**src/rtl/i2c_txn_seq_pkg.sv**
```systemverilog
// Shared I2C master definitions: FSM states, error codes,
// R/W bit values and per-state byte-controller command builder.
package i2c_master_defines;

  typedef enum logic [2:0] {
    ST_IDLE,
    ST_SADDR,
    ST_REG,
    ST_WDATA,
    ST_RSTART,
    ST_RDATA,
    ST_ABORT,
    ST_FIN
  } txn_st_e;

  localparam logic [1:0] ERR_OK   = 2'b00;
  localparam logic [1:0] ERR_NACK = 2'b01;
  localparam logic [1:0] ERR_AL   = 2'b10;
  localparam logic [1:0] ERR_TO   = 2'b11;

  // R/W flag occupies bit 0 of the address byte
  localparam logic RW_WR = 1'b0;
  localparam logic RW_RD = 1'b1;

  typedef struct packed {
    logic       sta;
    logic       sto;
    logic       rd;
    logic       wr;
    logic       ack;
    logic [7:0] txr;
  } cmd_t;

  // All flags low; Txr keeps its last value
  function automatic cmd_t cmd_off(input logic [7:0] t);
    cmd_t c;
    c     = '0;
    c.txr = t;
    return c;
  endfunction

  function automatic cmd_t cmd_for(
    input txn_st_e    s,
    input logic [6:0] sa,
    input logic [7:0] ra,
    input logic [7:0] wd,
    input logic [7:0] t
  );
    cmd_t c;
    c = cmd_off(t);
    case (s)
      ST_SADDR: begin
        c.sta = 1'b1;
        c.wr  = 1'b1;
        c.txr = {sa, RW_WR};
      end
      ST_REG: begin
        c.wr  = 1'b1;
        c.txr = ra;
      end
      ST_WDATA: begin
        c.wr  = 1'b1;
        c.sto = 1'b1;
        c.txr = wd;
      end
      ST_RSTART: begin
        c.sta = 1'b1;
        c.wr  = 1'b1;
        c.txr = {sa, RW_RD};
      end
      ST_RDATA: begin
        c.rd  = 1'b1;
        c.sto = 1'b1;
        c.ack = 1'b1;
      end
      ST_ABORT: c.sto = 1'b1;
      default: ;
    endcase
    return c;
  endfunction

endpackage

```
**src/rtl/i2c_txn_watchdog.sv**
```systemverilog
// Per-command watchdog: counts cycles while a command is held.
// Ports: Clk, Rst, Run (command active), Hit (limit reached). Built only with I2C_TXN_TIMEOUT_EN.
`ifdef I2C_TXN_TIMEOUT_EN
module i2c_txn_watchdog #(
  parameter int LIMIT = 4096,
  parameter int TW    = 13
) (
  input  logic Clk,
  input  logic Rst,
  input  logic Run,
  output logic Hit
);

  logic [TW-1:0] cnt;

  // Cleared whenever no command is held, so each issue restarts it
  always_ff @(posedge Clk) begin
    if (Rst || !Run)
      cnt <= '0;
    else if (!Hit)
      cnt <= cnt + 1'b1;
  end

  assign Hit = Run && (cnt == TW'(LIMIT - 1));

endmodule
`endif

```
**src/rtl/i2c_txn_seq.sv**
```systemverilog
// I2C register-transaction sequencer driving a byte controller.
// Ports: Req/Req_* in, Busy/Done/Err/Rdata out, Cmd_*/Tx_ack/Txr to and Byte_done/Rx_ack/I2C_al/Rxr from the byte controller. Option: I2C_TXN_TIMEOUT_EN.
module i2c_txn_seq #(
  parameter int TIMEOUT_CYCLES = 4096,
  parameter int TW             = 13
) (
  input  logic       Clk,
  input  logic       Rst,
  input  logic       Req,
  input  logic       Req_rw,
  input  logic [6:0] Req_saddr,
  input  logic [7:0] Req_raddr,
  input  logic [7:0] Req_wdata,
  output logic       Busy,
  output logic       Done,
  output logic [1:0] Err,
  output logic [7:0] Rdata,
  output logic       Cmd_start,
  output logic       Cmd_stop,
  output logic       Cmd_read,
  output logic       Cmd_write,
  output logic       Tx_ack,
  output logic [7:0] Txr,
  input  logic       Byte_done,
  input  logic       Rx_ack,
  input  logic       I2C_al,
  input  logic [7:0] Rxr
);

  import i2c_master_defines::*;

  txn_st_e    st;
  cmd_t       cmd;
  logic       gap;
  logic       l_rw;
  logic [6:0] l_sa;
  logic [7:0] l_ra;
  logic [7:0] l_wd;
  logic       to_hit;

  assign Cmd_start = cmd.sta;
  assign Cmd_stop  = cmd.sto;
  assign Cmd_read  = cmd.rd;
  assign Cmd_write = cmd.wr;
  assign Tx_ack    = cmd.ack;
  assign Txr       = cmd.txr;

`ifdef I2C_TXN_TIMEOUT_EN
  logic cmd_run;
  assign cmd_run = cmd.sta | cmd.sto | cmd.rd | cmd.wr;

  i2c_txn_watchdog #(
    .LIMIT (TIMEOUT_CYCLES),
    .TW    (TW)
  ) u_wdog (
    .Clk (Clk),
    .Rst (Rst),
    .Run (cmd_run),
    .Hit (to_hit)
  );
`else
  logic unused_cfg;
  assign unused_cfg = TW[0] ^ TIMEOUT_CYCLES[0];
  assign to_hit     = 1'b0;
`endif

  always_ff @(posedge Clk) begin
    if (Rst) begin
      st    <= ST_IDLE;
      cmd   <= cmd_off(8'h00);
      gap   <= 1'b0;
      Busy  <= 1'b0;
      Done  <= 1'b0;
      Err   <= ERR_OK;
      Rdata <= 8'h00;
      l_rw  <= 1'b0;
      l_sa  <= 7'h00;
      l_ra  <= 8'h00;
      l_wd  <= 8'h00;
    end else begin
      Done <= 1'b0;
      case (st)
        ST_IDLE: begin
          gap  <= 1'b0;
          Busy <= 1'b0;
          if (Req) begin
            l_rw  <= Req_rw;
            l_sa  <= Req_saddr;
            l_ra  <= Req_raddr;
            l_wd  <= Req_wdata;
            Err   <= ERR_OK;
            Rdata <= 8'h00;
            Busy  <= 1'b1;
            st    <= ST_SADDR;
            cmd   <= cmd_for(ST_SADDR, Req_saddr,
                             Req_raddr, Req_wdata, cmd.txr);
          end
        end
        ST_SADDR, ST_REG, ST_WDATA,
        ST_RSTART, ST_RDATA, ST_ABORT: begin
          if (I2C_al) begin
            st  <= ST_FIN;
            Err <= ERR_AL;
            cmd <= cmd_off(cmd.txr);
            gap <= 1'b0;
          end else if (gap) begin
            cmd <= cmd_for(st, l_sa, l_ra, l_wd, cmd.txr);
            gap <= 1'b0;
          end else if (Byte_done) begin
            cmd <= cmd_off(cmd.txr);
            gap <= 1'b1;
            // Only bytes we transmitted can be NACKed
            if (cmd.wr && Rx_ack) begin
              st  <= ST_ABORT;
              Err <= ERR_NACK;
            end else begin
              case (st)
                ST_SADDR:  st <= ST_REG;
                ST_REG:    st <= l_rw ? ST_RSTART : ST_WDATA;
                ST_RSTART: st <= ST_RDATA;
                ST_RDATA: begin
                  Rdata <= Rxr;
                  st    <= ST_FIN;
                end
                default:   st <= ST_FIN;
              endcase
            end
          end else if (to_hit) begin
            st  <= ST_FIN;
            Err <= ERR_TO;
            cmd <= cmd_off(cmd.txr);
          end
        end
        ST_FIN: begin
          Done <= 1'b1;
          Busy <= 1'b0;
          gap  <= 1'b0;
          st   <= ST_IDLE;
        end
        default: begin
          st   <= ST_IDLE;
          Busy <= 1'b0;
          gap  <= 1'b0;
          cmd  <= cmd_off(cmd.txr);
        end
      endcase
    end
  end

endmodule

```
**config.mk**
```make
export PLATFORM = sky130hd
export DESIGN_NAME = i2c_txn_seq
export DESIGN_NICKNAME = d
export VERILOG_FILES = /design/src/rtl/i2c_txn_seq_pkg.sv /design/src/rtl/i2c_txn_watchdog.sv /design/src/rtl/i2c_txn_seq.sv
export SDC_FILE = /design/constraint.sdc
export NUM_CORES = 1
export LEC_CHECK = 0
export ABC_AREA = 1
export CAP_MARGIN = 40
export CORE_ASPECT_RATIO = 1.25
export CORE_UTILIZATION = 25
export CTS_CLUSTER_DIAMETER = 200
export CTS_CLUSTER_SIZE = 25
export DETAILED_ROUTE_END_ITERATION = 8
export PLACE_DENSITY = 0.43
export SETUP_SLACK_MARGIN = 0.4
export SLEW_MARGIN = 20
export SYNTH_ARGS = -nofsm -noshare
export SYNTH_HDL_FRONTEND = slang
export SYNTH_SLANG_ARGS = --single-unit
```
**constraint.sdc**
```tcl
create_clock -name Clk -period 1.6 [get_ports Clk]
set_clock_uncertainty 0.2 [all_clocks]
set_input_delay 0.32 -clock Clk [delete_from_list [all_inputs] [get_ports Clk]]
set_output_delay 0.32 -clock Clk [all_outputs]
set_load 0.005 [all_outputs]
```
======== Word level (Yosys, flattened, before mapping) ========
Index checks and enable logic that the tools add are counted.
word-level totals
  input port bits ......................... 38
  bits in registers ....................... 53
operators by class
  equality and inequality tests ........... 19
  multiplexer cells ....................... 38
  reduce and logical (&&, ||, !) cells .... 15
operators by type and width
  operator                                              count
  two-way mux 13 bit                                    4
  two-way mux 8 bit                                     6
  one-hot mux 8 bit (4 select lines)                    1
  one-hot mux 13 bit (2 select lines)                   1
  two-way mux 3 bit                                     6
  one-hot mux 3 bit (3 select lines)                    2
  one-hot mux 8 bit (2 select lines)                    1
  != test 2 bit (second input constant)                 7
  equality test 3 bit (second input constant)           4
  two-way mux 2 bit                                     5
  AND reduction 5 bit                                   2
  two-way mux 1 bit                                     9
  != test 3 bit (second input constant)                 3
  AND reduction 7 bit                                   1
  equality test 3 x 2 -> 1 bit (second input constant)  2
  AND reduction 3 bit                                   2
  OR reduction 6 bit                                    1
  != test 5 bit (second input constant)                 1
  != test 4 bit (second input constant)                 1
  one-hot mux 1 bit (2 select lines)                    2
  one-hot mux 2 bit (2 select lines)                    1
  nonzero test 2 bit                                    2
  OR reduction 2 bit                                    2
  OR reduction 4 bit                                    1
  other kinds (5)                                       5

======== Longest topological paths before layout ========
Gate-level depths: netlist of run 1.
  depth after elaboration ................. 7
  depth in mapped cells ................... 10
  depth with buffers taken out ............ 9

======== Worst setup path after synthesis of run 1 ========
OpenSTA, ideal clock, no wires.
  path kind ............................... flip-flop to flip-flop
  start ................................... register st[1]
  end ..................................... register cmd, in the netlist Txr[5]
  buffers on the path ..................... 2
  setup time .............................. 0.112 ns
  required time ........................... 1.288 ns
  setup slack ............................. 0.170 ns
  arrival ................................. 1.118 ns
  stages on the path, launching flop included .. 9
  cells stage by stage .................... dfxtp_1 -> buf_4 -> nand3_2 -> nand2_2 -> inv_4 -> buf_6 -> nand3_1 -> nor2_1 -> nor2_1
on the way
  word-level cells in the longest chain between the ends .. 5
  elaborated cells on any way between the ends .. 18
  those cells by class .................... 10 x eq/ne; 4 x mux; 4 x reduce/logical
RTL lines
  item                                         RTL line                                  RTL
  from (decl)                                  i2c_txn_seq.sv:32                         txn_st_e st;
  from (signal assigned)                       i2c_txn_seq.sv:119                        ST_REG: st <= l_rw ? ST_RSTART : ST_WDATA;
  equality test 3 bit (tied with other cells)  i2c_txn_seq_pkg.sv:51, i2c_txn_seq.sv:82
  one-hot mux 8 bit (4 select lines)           i2c_txn_seq_pkg.sv:51                     case (s)
  two-way mux 13 bit                           i2c_txn_seq.sv:106                        end else if (gap) begin
  two-way mux 13 bit                           i2c_txn_seq.sv:101                        if (I2C_al) begin
  one-hot mux 13 bit (2 select lines)          i2c_txn_seq.sv:82                         case (st)
  to (signal assigned)                         i2c_txn_seq.sv:104                        cmd <= cmd_off(cmd.txr);
  to (signal assigned)                         i2c_txn_seq.sv:107                        cmd <= cmd_for(st, l_sa, l_ra, l_wd, cmd.txr);
  to (signal assigned)                         i2c_txn_seq.sv:110                        cmd <= cmd_off(cmd.txr);
  to (decl)                                    i2c_txn_seq.sv:33                         cmd_t cmd;
Several ways; a longest one is shown, not always the timed one. The select of a mux whose other input is x is not followed.
A chain may end at the register's enable or synchronous reset.

======== Worst setup path in the final report of run 1 ========
  start ................................... register st[0]
  end ..................................... register Rdata[6]
on the way
  word-level cells in the longest chain between the ends .. 4
  elaborated cells on any way between the ends .. 17
  those cells by class .................... 12 x eq/ne; 1 x mux; 4 x reduce/logical
RTL lines
  item                                                                  RTL line            RTL
  equality test 3 x 1 -> 1 bit (tied with other cells)                  i2c_txn_seq.sv:82
  OR reduction 6 bit                                                    i2c_txn_seq.sv:82
  != test 2 bit (no line) / nonzero test 2 bit (equally long branches)  -
  AND reduction 7 bit (no line)                                         -
  to (signal assigned)                                                  i2c_txn_seq.sv:122  Rdata <= Rxr;
  to (decl)                                                             i2c_txn_seq.sv:17   output logic [7:0] Rdata,
Several ways; a longest one is shown, not always the timed one.

==> impl_metrics.env, run 1 <==
export IMPL_die_w_um=91.9
export IMPL_antenna_found_initial=0
export IMPL_cts_tree="yes"
export IMPL_dp_cells=580
export IMPL_numPortBuffers=62
export IMPL_place_gp_congestion=0.755
export IMPL_cp_max_fo=8
export IMPL_slew_headroom_pct=82.2
export IMPL_min_from="l_wd[2]"
export IMPL_detail_route_first_pass_iterations=4
export IMPL_dpl_hpwl_um=5270
export IMPL_grt_max_degree=44
export IMPL_fillers=1049
export IMPL_reg2reg_from="st[0]"
export IMPL_initial_core_util_pct=26.0
export IMPL_worstSetupPathType="flop to flop"
export IMPL_hold_depth=2
export IMPL_die_area_sq_um=10500
export IMPL_arrival_ps=1620
export IMPL_cts_buffers=5
export IMPL_drive_gt1_share_pct=35.3
export IMPL_synth_cell_types=24
export IMPL_power_w=0.00740
export IMPL_globalRouteOverflowTotal=0
export IMPL_p_leak_nw=1.78
export IMPL_avgViaCountPerCell=4.29
export IMPL_syn_inst=382
export IMPL_n_antenna_cell=0
export IMPL_cap_viol_max_count=0
export IMPL_worstSetupEndpointType="flop"
export IMPL_clock_sink_count=52
export IMPL_insertion_delay_ps=300
export IMPL_hold_viol_final=0
export IMPL_min_path_type="flop to flop"
export IMPL_fin_crit_sh_pct=99.4
export IMPL_fin_crit_ps=1590
export IMPL_syn_area_sq_um=2530
export IMPL_drv_slew=0
export IMPL_nNetsFinal=519
export IMPL_r2r_end="Rdata[6]"
export IMPL_clk_pin_slew_ps=70
export IMPL_wire_per_inst_um=12.1
export IMPL_cts_path_max_buffers=2
export IMPL_max_freq_ghz=0.629
export IMPL_start_kind="flop"
export IMPL_io_pin_count=63
export IMPL_crit_required_ps=1620
export IMPL_drt_iter0_markers=68
export IMPL_finalNonFillerCells=608
export IMPL_worst_r2r_cell_count=9
export IMPL_wirelength_um=7360
export IMPL_avgSynthCellArea_sq_um=6.61
export IMPL_final_antenna_net_count=0
export IMPL_min_to="l_wd[2]"
export IMPL_worst_slack_ps=9.25
export IMPL_num_rows=40
export IMPL_worst_pin_slew_ps=267
export IMPL_grt_usage_pct=14.5
export IMPL_hold_buffers=0
export IMPL_rsz0062_at_grt="yes"
export IMPL_h_tree_depth=2
export IMPL_route_detailed_drc=0
export IMPL_die_h_um=114
export IMPL_syn_nets=420
export IMPL_powerDensity_nw_per_um2=1830
export IMPL_ff2ff_setup_slack_ps=9
export IMPL_root_buffer="clkbuf_16"
export IMPL_vias=2607
export IMPL_dp_slack_ps=-345
export IMPL_ys_seq_elements=52
export IMPL_first_global_vias=2531
export IMPL_grt_pass1_wl_um=12100
export IMPL_coreArea_sq_um=9710
export IMPL_yosysSeqAreaShare_pct=41.2
export IMPL_ir_drop_uv=547
export IMPL_setup_viol=0
export IMPL_syn2layout_area_growth_pct=59.7
export IMPL_yosys_warnings=0
export IMPL_status="complete, no violations"
==> registers in the layout, summed over array words and instances, names as in the netlist <==
register	cells
l_rw	1
Cmd_read	1
l_ra	8
Err	2
Done	1
Txr	8
Cmd_start	1
Rdata	8
Busy	1
Cmd_write	1
l_sa	7
l_wd	8
st	3
gap	1
Cmd_stop	1
==> cell type report <==
class	instances	area [sq um]	area share (%)
flip-flops and latches	52	1080	26.8
multi-input cells	263	1440	35.7
clock buffers	5	125	3.10
clock inverters	3	22.5	0.558
repair buffers	107	991	24.6
inverters	51	209	5.18
repair inverters	1	6.26	0.155
well taps	126	158	3.91
==> worst max path at each step <==
stage	from	to	slack, ps
detailed placement	I2C_al	Cmd_start	-340
finish	st[0]	Rdata[6]	9
global route	st[1]	Rdata[6]	-70
global placement	I2C_al	Cmd_start	-350
floorplan	st[1]	Err[1]	200
CTS	st[0]	Txr[3]	60
==> cells in the final DEF, fill, tap and decap left out, types with 4 or more instances in the layout <==
cell	n
dfxtp_1	25
o21ai_0	10
nand2_4	6
dfxtp_2	24
buf_4	29
nand2_8	4
clkbuf_16	5
buf_6	20
nor2_2	12
inv_1	43
nor2_4	4
buf_2	14
a21oi_1	31
buf_12	5
nand3_1	22
clkdlybuf4s50_1	35
inv_2	4
nand2_2	14
nand2_1	83
o21ai_1	19
nor2_1	37
nand3_2	4
==> what timing repair did <==
action / 4_1_cts / 5_1_grt
gates cloned: 2 / 0
pin swaps: 8 / 12
endpoints found under the setup margin: 77 / 77
resized for setup: 163 / 58
buffers inserted: 9 / 9
==> report_power, final <==
group	switching [W]	internal (W)
logic	0.00235	0.00191
clock network	0.000518	0.000587
registers	0.000256	0.00177
total	0.00313	0.00427
==> worst max-delay path, stage by stage, from the launching register on <==
cell and delay, ps:
dfxtp_2 340, buf_12 130, nand2_2 60, nor2_2 120, nand3b_1 210, nand2_8 160, nand2_8 80, nand2_2 60
nand2_1 50, nor2_1 110
==> cells in the mapped netlist, drive strengths merged <==
| cell type | count | area share, % |
|---|---|---|
| a21oi | 33 | 6.5 |
| buf | 9 | 2.4 |
| clkbuf | 8 | 1.2 |
| dfxtp | 52 | 41 |
| inv | 51 | 7.8 |
| nand2 | 106 | 17 |
| nand3 | 29 | 6.3 |
| nand3b | 1 | 0.30 |
| nand4 | 4 | 1.2 |
| nor2 | 54 | 8.9 |
| nor3 | 2 | 0.40 |
| o21ai | 32 | 6.3 |
| or2 | 1 | 0.25 |
==> kinds of logic after synthesis <==
logic type      share of synthesized area (%)
flops                                    41.2
buf+inv                                  11.4
compound gates                           12.9
simple gates                             34.5
==> metal layers <==
layer	track usage [%]	vias to the layer above	share of wire, %
met4	6.15	0	2.8
li1	-	1395	-
met1	17.5	1144	45
met3	2.46	10	4.0
met2	25.5	58	49
met5	0	-	0
==> metrics by stage <==
stage,cell area [sq um],TNS (ps),utilization [%],hold slack [ps]
floorplan,2580,0,-,223
global placement,3510,-10570,36.1,230
detailed placement,3510,-11030,36.1,235
CTS,3790,0,39.1,245
global route,4030,-326,41.5,263
finish,4030,0,41.5,241
Note: power is estimated with default switching activity, not from simulation.
==> run 2: changes to the inputs <==
--- a/config.mk
+++ b/config.mk
@@ -8,11 +8,13 @@
 export ABC_AREA = 1
 export CAP_MARGIN = 40
 export CORE_ASPECT_RATIO = 1.25
+export CORE_MARGIN = 1.5
 export CORE_UTILIZATION = 25
 export CTS_CLUSTER_DIAMETER = 200
 export CTS_CLUSTER_SIZE = 25
 export DETAILED_ROUTE_END_ITERATION = 8
 export PLACE_DENSITY = 0.43
+export REMOVE_ABC_BUFFERS = 1
 export SETUP_SLACK_MARGIN = 0.4
 export SLEW_MARGIN = 20
 export SYNTH_ARGS = -nofsm -noshare
==> impl_metrics.env, run 2 (same netlist as run 1, synthesis figures left out) <==
export IMPL_worstSetupEndpointType="flop"
export IMPL_clock_sink_count=52
export IMPL_cap_viol_max_count=0
export IMPL_grt_util_met1_pct=17.8
export IMPL_multi_input_area_sq_um=1420
export IMPL_fin_area_sq_um=4230
export IMPL_violations="setup timing"
export IMPL_detail_route_first_pass_iterations=4
export IMPL_rsz0062_at_grt="yes"
export IMPL_antenna_found_initial=0
export IMPL_drv_slew=0
export IMPL_grt_max_degree=50
export IMPL_initial_core_util_pct=26.0
export IMPL_cts_path_max_buffers=2
export IMPL_slew_headroom_pct=85.5
export IMPL_die_w_um=92.9
export IMPL_most_common_layout_cells="nand2_1, nor2_1, inv_1, buf_4, clkdlybuf4s50_1"
export IMPL_min_path_type="flop to flop"
export IMPL_status="complete, but fails checks"
export IMPL_numPortBuffers=62
export IMPL_ir_drop_uv=579
export IMPL_placed_area_sq_um=3620
export IMPL_die_h_um=115
export IMPL_use_met2_pct=26.5
export IMPL_clock_power_share_pct=15.3
export IMPL_wirelength_um=7620
export IMPL_final_common_cell="nand2_1"
export IMPL_start_kind="flop"
export IMPL_nNetsFinal=537
export IMPL_num_rows=40
export IMPL_worstSetupPathType="flop to flop"
export IMPL_seqCellArea_sq_um=1070
export IMPL_h_tree_depth=2
export IMPL_drive_gt1_share_pct=34.6
export IMPL_cts_buffers=5
export IMPL_place_gp_congestion=0.844
export IMPL_coreArea_sq_um=9710
export IMPL_ff2ff_setup_slack_ps=-60
export IMPL_insertion_delay_ps=290
export IMPL_cts_tree="yes"
export IMPL_io_pin_count=63
export IMPL_vias=2663
export IMPL_p_leak_nw=1.91
export IMPL_swShare_pct=40.0
export IMPL_worst_pin_slew_ps=217
export IMPL_crit_required_ps=1570
export IMPL_route_detailed_drc=0
export IMPL_grt_pass1_wl_um=12400
export IMPL_setup_viol=4
export IMPL_drt_iter0_markers=90
export IMPL_fin_crit_sh_pct=104
export IMPL_internal_power_w=0.00476
export IMPL_power_w=0.00793
export IMPL_dpl_hpwl_um=5230
export IMPL_globalRouteOverflowTotal=0
export IMPL_max_freq_ghz=0.602
export IMPL_wire_per_inst_um=12.2
export IMPL_combPwrFrac_pct=59.7
export IMPL_fillers=997
export IMPL_fin_crit_ps=1660
export IMPL_met3_usage_pct=2.45
export IMPL_worst_slack_ps=-61.4
export IMPL_final_antenna_net_count=0
export IMPL_grt_usage_pct=14.7
export IMPL_p_seq_share_pct=25.0
export IMPL_n_antenna_cell=0
export IMPL_hold_viol_final=0
export IMPL_p_sw_w=0.00317
export IMPL_clk_pin_slew_ps=70
export IMPL_cp_max_fo=5
export IMPL_die_area_sq_um=10700
export IMPL_arrival_ps=1630
export IMPL_syn2layout_area_growth_pct=67.3
export IMPL_root_buffer="clkbuf_16"
export IMPL_first_global_vias=2580
export IMPL_powerDensity_nw_per_um2=1880
export IMPL_avgViaCountPerCell=4.25
export IMPL_finalCoreUtilization_pct=43.5
export IMPL_grt_busiest_layer="met2"
## run 2: cell types whose count changed in the layout (fill, tap and decap cells not counted), sizes merged
| cell | previous run | this run |
|---|---|---|
| buf | 68 | 87 |
| inv | 53 | 50 |
| clkbuf | 7 | 6 |
| nand2 | 107 | 108 |
| bufbuf | 0 | 1 |
| bufinv | 0 | 1 |
## run 2: layout make-up
type | instances | share of cell area, %
Timing Repair Buffer | 125 | 28.5
Sequential cell | 52 | 25.4
Clock buffer | 6 | 3.05
Inverter | 51 | 4.77
Tap cell | 126 | 3.73
Multi-Input combinational cell | 264 | 33.7
Clock inverter | 2 | 0.829
## run 2: timing repair
| action | 4_1_cts | 5_1_grt |
|---|---|---|
| hold endpoints to repair | 0 | 0 |
| setup endpoints to repair | 77 | 77 |
| setup buffers | 11 | 9 |
| pin swaps | 10 | 15 |
| gates resized for setup | 169 | 56 |
| gates cloned | 3 | 0 |
| hold buffers | 0 | 0 |
## run 2: stage by stage
stage,setup TNS (ps),instances,hold slack [ps],setup WS (ps)
global placement,-10080,595,231,-305
global route,-1650,626,270,-115
detailed placement,-9780,595,237,-292
finish,-85.6,626,244,-61.4
floorplan,-2870,365,189,-118
CTS,-260,617,247,-36.7
## run 2: path summary, 6_finish.rpt
path | endpoint | cells after the start | start
worst max-delay path | Cmd_read | 12 | st[1]
worst min-delay path | l_sa[1] | 2 | l_sa[1]
worst max register to register | Cmd_read | 12 | st[1]
worst min register to register | l_sa[1] | 2 | l_sa[1]
## run 2: critical path, stage by stage (launching register included)
cell     delay, ps
dfxtp_2        340
buf_12         120
buf_8          110
inv_4           40
nand2_4         50
nor2_4          40
buf_4          130
buf_6          100
buf_4          120
buf_6          100
buf_6          100
nand2_4         40
a21oi_2         40
## run 2: routing by layer
metal | vias to the layer above | part of all wire [%]
li1 | 1436 | -
met1 | 1163 | 46
met2 | 55 | 50
met3 | 9 | 3.4
met4 | 0 | 1.5
met5 | - | 0
## run 2: power groups by stage
stage | clock [W] | sequential, W | combinational [W]
4_1_cts | 0.00125 | 0.00198 | 0.00434
5_1_grt | 0.00130 | 0.00203 | 0.00527
3_3_place_gp | 0 | 0.00196 | 0.00373
2_1_floorplan | 0 | 0.00200 | 0.00193
3_5_place_dp | 0 | 0.00197 | 0.00375
6_report | 0.00122 | 0.00198 | 0.00473
==> run 3: changes to the inputs <==
--- a/config.mk
+++ b/config.mk
@@ -13,7 +13,6 @@
 export CTS_CLUSTER_DIAMETER = 200
 export CTS_CLUSTER_SIZE = 25
 export DETAILED_ROUTE_END_ITERATION = 8
-export PLACE_DENSITY = 0.43
 export REMOVE_ABC_BUFFERS = 1
 export SETUP_SLACK_MARGIN = 0.4
 export SLEW_MARGIN = 20
==> impl_metrics.env, run 3 (same netlist as run 1, synthesis figures left out) <==
export IMPL_fin_crit_ps=1540
export IMPL_n_antenna_cell=0
export IMPL_r2r_end="Txr[7]"
export IMPL_worstSetupEndpointType="flop"
export IMPL_final_common_cell="nand2_1"
export IMPL_antenna_found_initial=0
export IMPL_drive_gt1_share_pct=29.1
export IMPL_multi_input_area_sq_um=1310
export IMPL_die_h_um=115
export IMPL_grt_pass1_wl_um=12300
export IMPL_final_antenna_net_count=0
export IMPL_ff2ff_setup_slack_ps=60
export IMPL_dp_slack_ps=-346
export IMPL_coreArea_sq_um=9710
export IMPL_hold_ws_ps=248
export IMPL_fin_crit_sh_pct=96.4
export IMPL_worstSetupPathType="flop to flop"
export IMPL_wirelength_um=7420
export IMPL_finalCoreUtilization_pct=39.5
export IMPL_grt_max_degree=32
export IMPL_place_gp_congestion=0.890
export IMPL_p_leak_nw=1.73
export IMPL_h_tree_depth=2
export IMPL_crit_required_ps=1590
export IMPL_avgViaCountPerCell=4.36
export IMPL_critical_path_endpoint="Txr[7]"
export IMPL_drv_slew=0
export IMPL_slew_headroom_pct=81.2
export IMPL_cap_viol_max_count=0
export IMPL_globalRouteOverflowTotal=0
export IMPL_first_global_vias=2630
export IMPL_num_rows=40
export IMPL_worst_pin_slew_ps=280
export IMPL_grt_usage_pct=14.5
export IMPL_clk_pin_slew_ps=70
export IMPL_numPortBuffers=62
export IMPL_initial_core_util_pct=26.0
export IMPL_hold_viol_final=0
export IMPL_clock_sink_count=52
export IMPL_seqCellArea_sq_um=1080
export IMPL_arrival_ps=1530
export IMPL_worst_slack_ps=58.2
export IMPL_dpl_hpwl_um=5370
export IMPL_min_path_type="flop to flop"
export IMPL_insertion_delay_ps=290
export IMPL_cts_path_max_buffers=2
export IMPL_status="complete, no violations"
export IMPL_die_area_sq_um=10700
export IMPL_rsz0062_at_grt="yes"
export IMPL_start_kind="flop"
export IMPL_detail_route_first_pass_iterations=4
export IMPL_ir_drop_uv=641
export IMPL_max_freq_ghz=0.649
export IMPL_cts_tree="yes"
export IMPL_io_pin_count=63
export IMPL_fillers=1038
export IMPL_wire_per_inst_um=12.2
export IMPL_cts_buffers=5
export IMPL_startpoint="st[0]"
export IMPL_drt_iter0_markers=109
export IMPL_powerDensity_nw_per_um2=1830
export IMPL_nNetsFinal=518
export IMPL_power_w=0.00702
export IMPL_setup_viol=0
export IMPL_reg2reg_from="st[0]"
export IMPL_die_w_um=92.9
export IMPL_cp_max_fo=8
export IMPL_vias=2647
export IMPL_worst_r2r_cell_count=8
export IMPL_route_detailed_drc=0
export IMPL_most_common_layout_cells="nand2_1, nor2_1, inv_1, buf_4, clkdlybuf4s50_1"
export IMPL_syn2layout_area_growth_pct=52.0
export IMPL_root_buffer="clkbuf_16"
run 3: cell types whose count changed in the layout (fill, tap and decap cells not counted), moves of 3 or more:
cell and change:
buf_6 -14, clkbuf_2 +3, nand2_1 +7, nand2_2 -5
nand2_8 -4, o21ai_0 +13, o21ai_1 -10
run 3: worst min-delay path by stage:
| stage | start | slack (ps) | end | cells after the start |
|---|---|---|---|---|
| after floorplan | Rst | 190 | Busy | 1 |
| after global placement | l_sa[2] | 230 | l_sa[2] | 2 |
| after detailed placement | l_wd[5] | 240 | l_wd[5] | 2 |
| after CTS | l_wd[5] | 250 | l_wd[5] | 2 |
| after global routing | l_sa[0] | 270 | l_sa[0] | 2 |
| final | l_wd[5] | 250 | l_wd[5] | 2 |
run 3: metrics by stage:
stage	area (sq um)	std cells	setup TNS [ps]
final	3840	607	0
after detailed placement	3560	591	-11880
after global placement	3560	591	-11870
after CTS	3780	604	0
after global routing	3840	607	-384
after floorplan	2430	365	-2870
run 3: final cells by class:
type                            instances  area share, %
Clock buffer                            6           3.36
Clock inverter                          2          0.359
Inverter                               51           5.25
Multi-Input combinational cell        263           34.0
Sequential cell                        52           28.0
Tap cell                              126           4.11
Timing Repair Buffer                  107           24.9
run 3: layer usage:
metal / track usage [%] / wire [um]
met2: 26.9 / 3780
met1: 16.9 / 3280
met4: 4.14 / 59
met5: 0 / 0
met3: 2.58 / 305
run 3: timing repair:
action / 4_1_cts / 5_1_grt
buffers inserted: 4 / 3
pin swaps: 8 / 3
hold buffers: 0 / 0
endpoints found under the setup margin: 77 / 77
gates resized for setup: 145 / 27
cloned: 1 / 0
run 3: worst max-delay path: stages, from the launching register on:
cell and delay, ps:
dfxtp_2 330, buf_12 140, o21ai_2 180, nand2_4 110, nand2_4 120, buf_4 140
nand3_1 60, nor2_1 110, nor2_1 40
run 3: power breakdown:
part | switching [W] | internal, W
sequential | 0.000242 | 0.00177
clock | 0.000493 | 0.000585
combinational | 0.00220 | 0.00173
total | 0.00294 | 0.00408
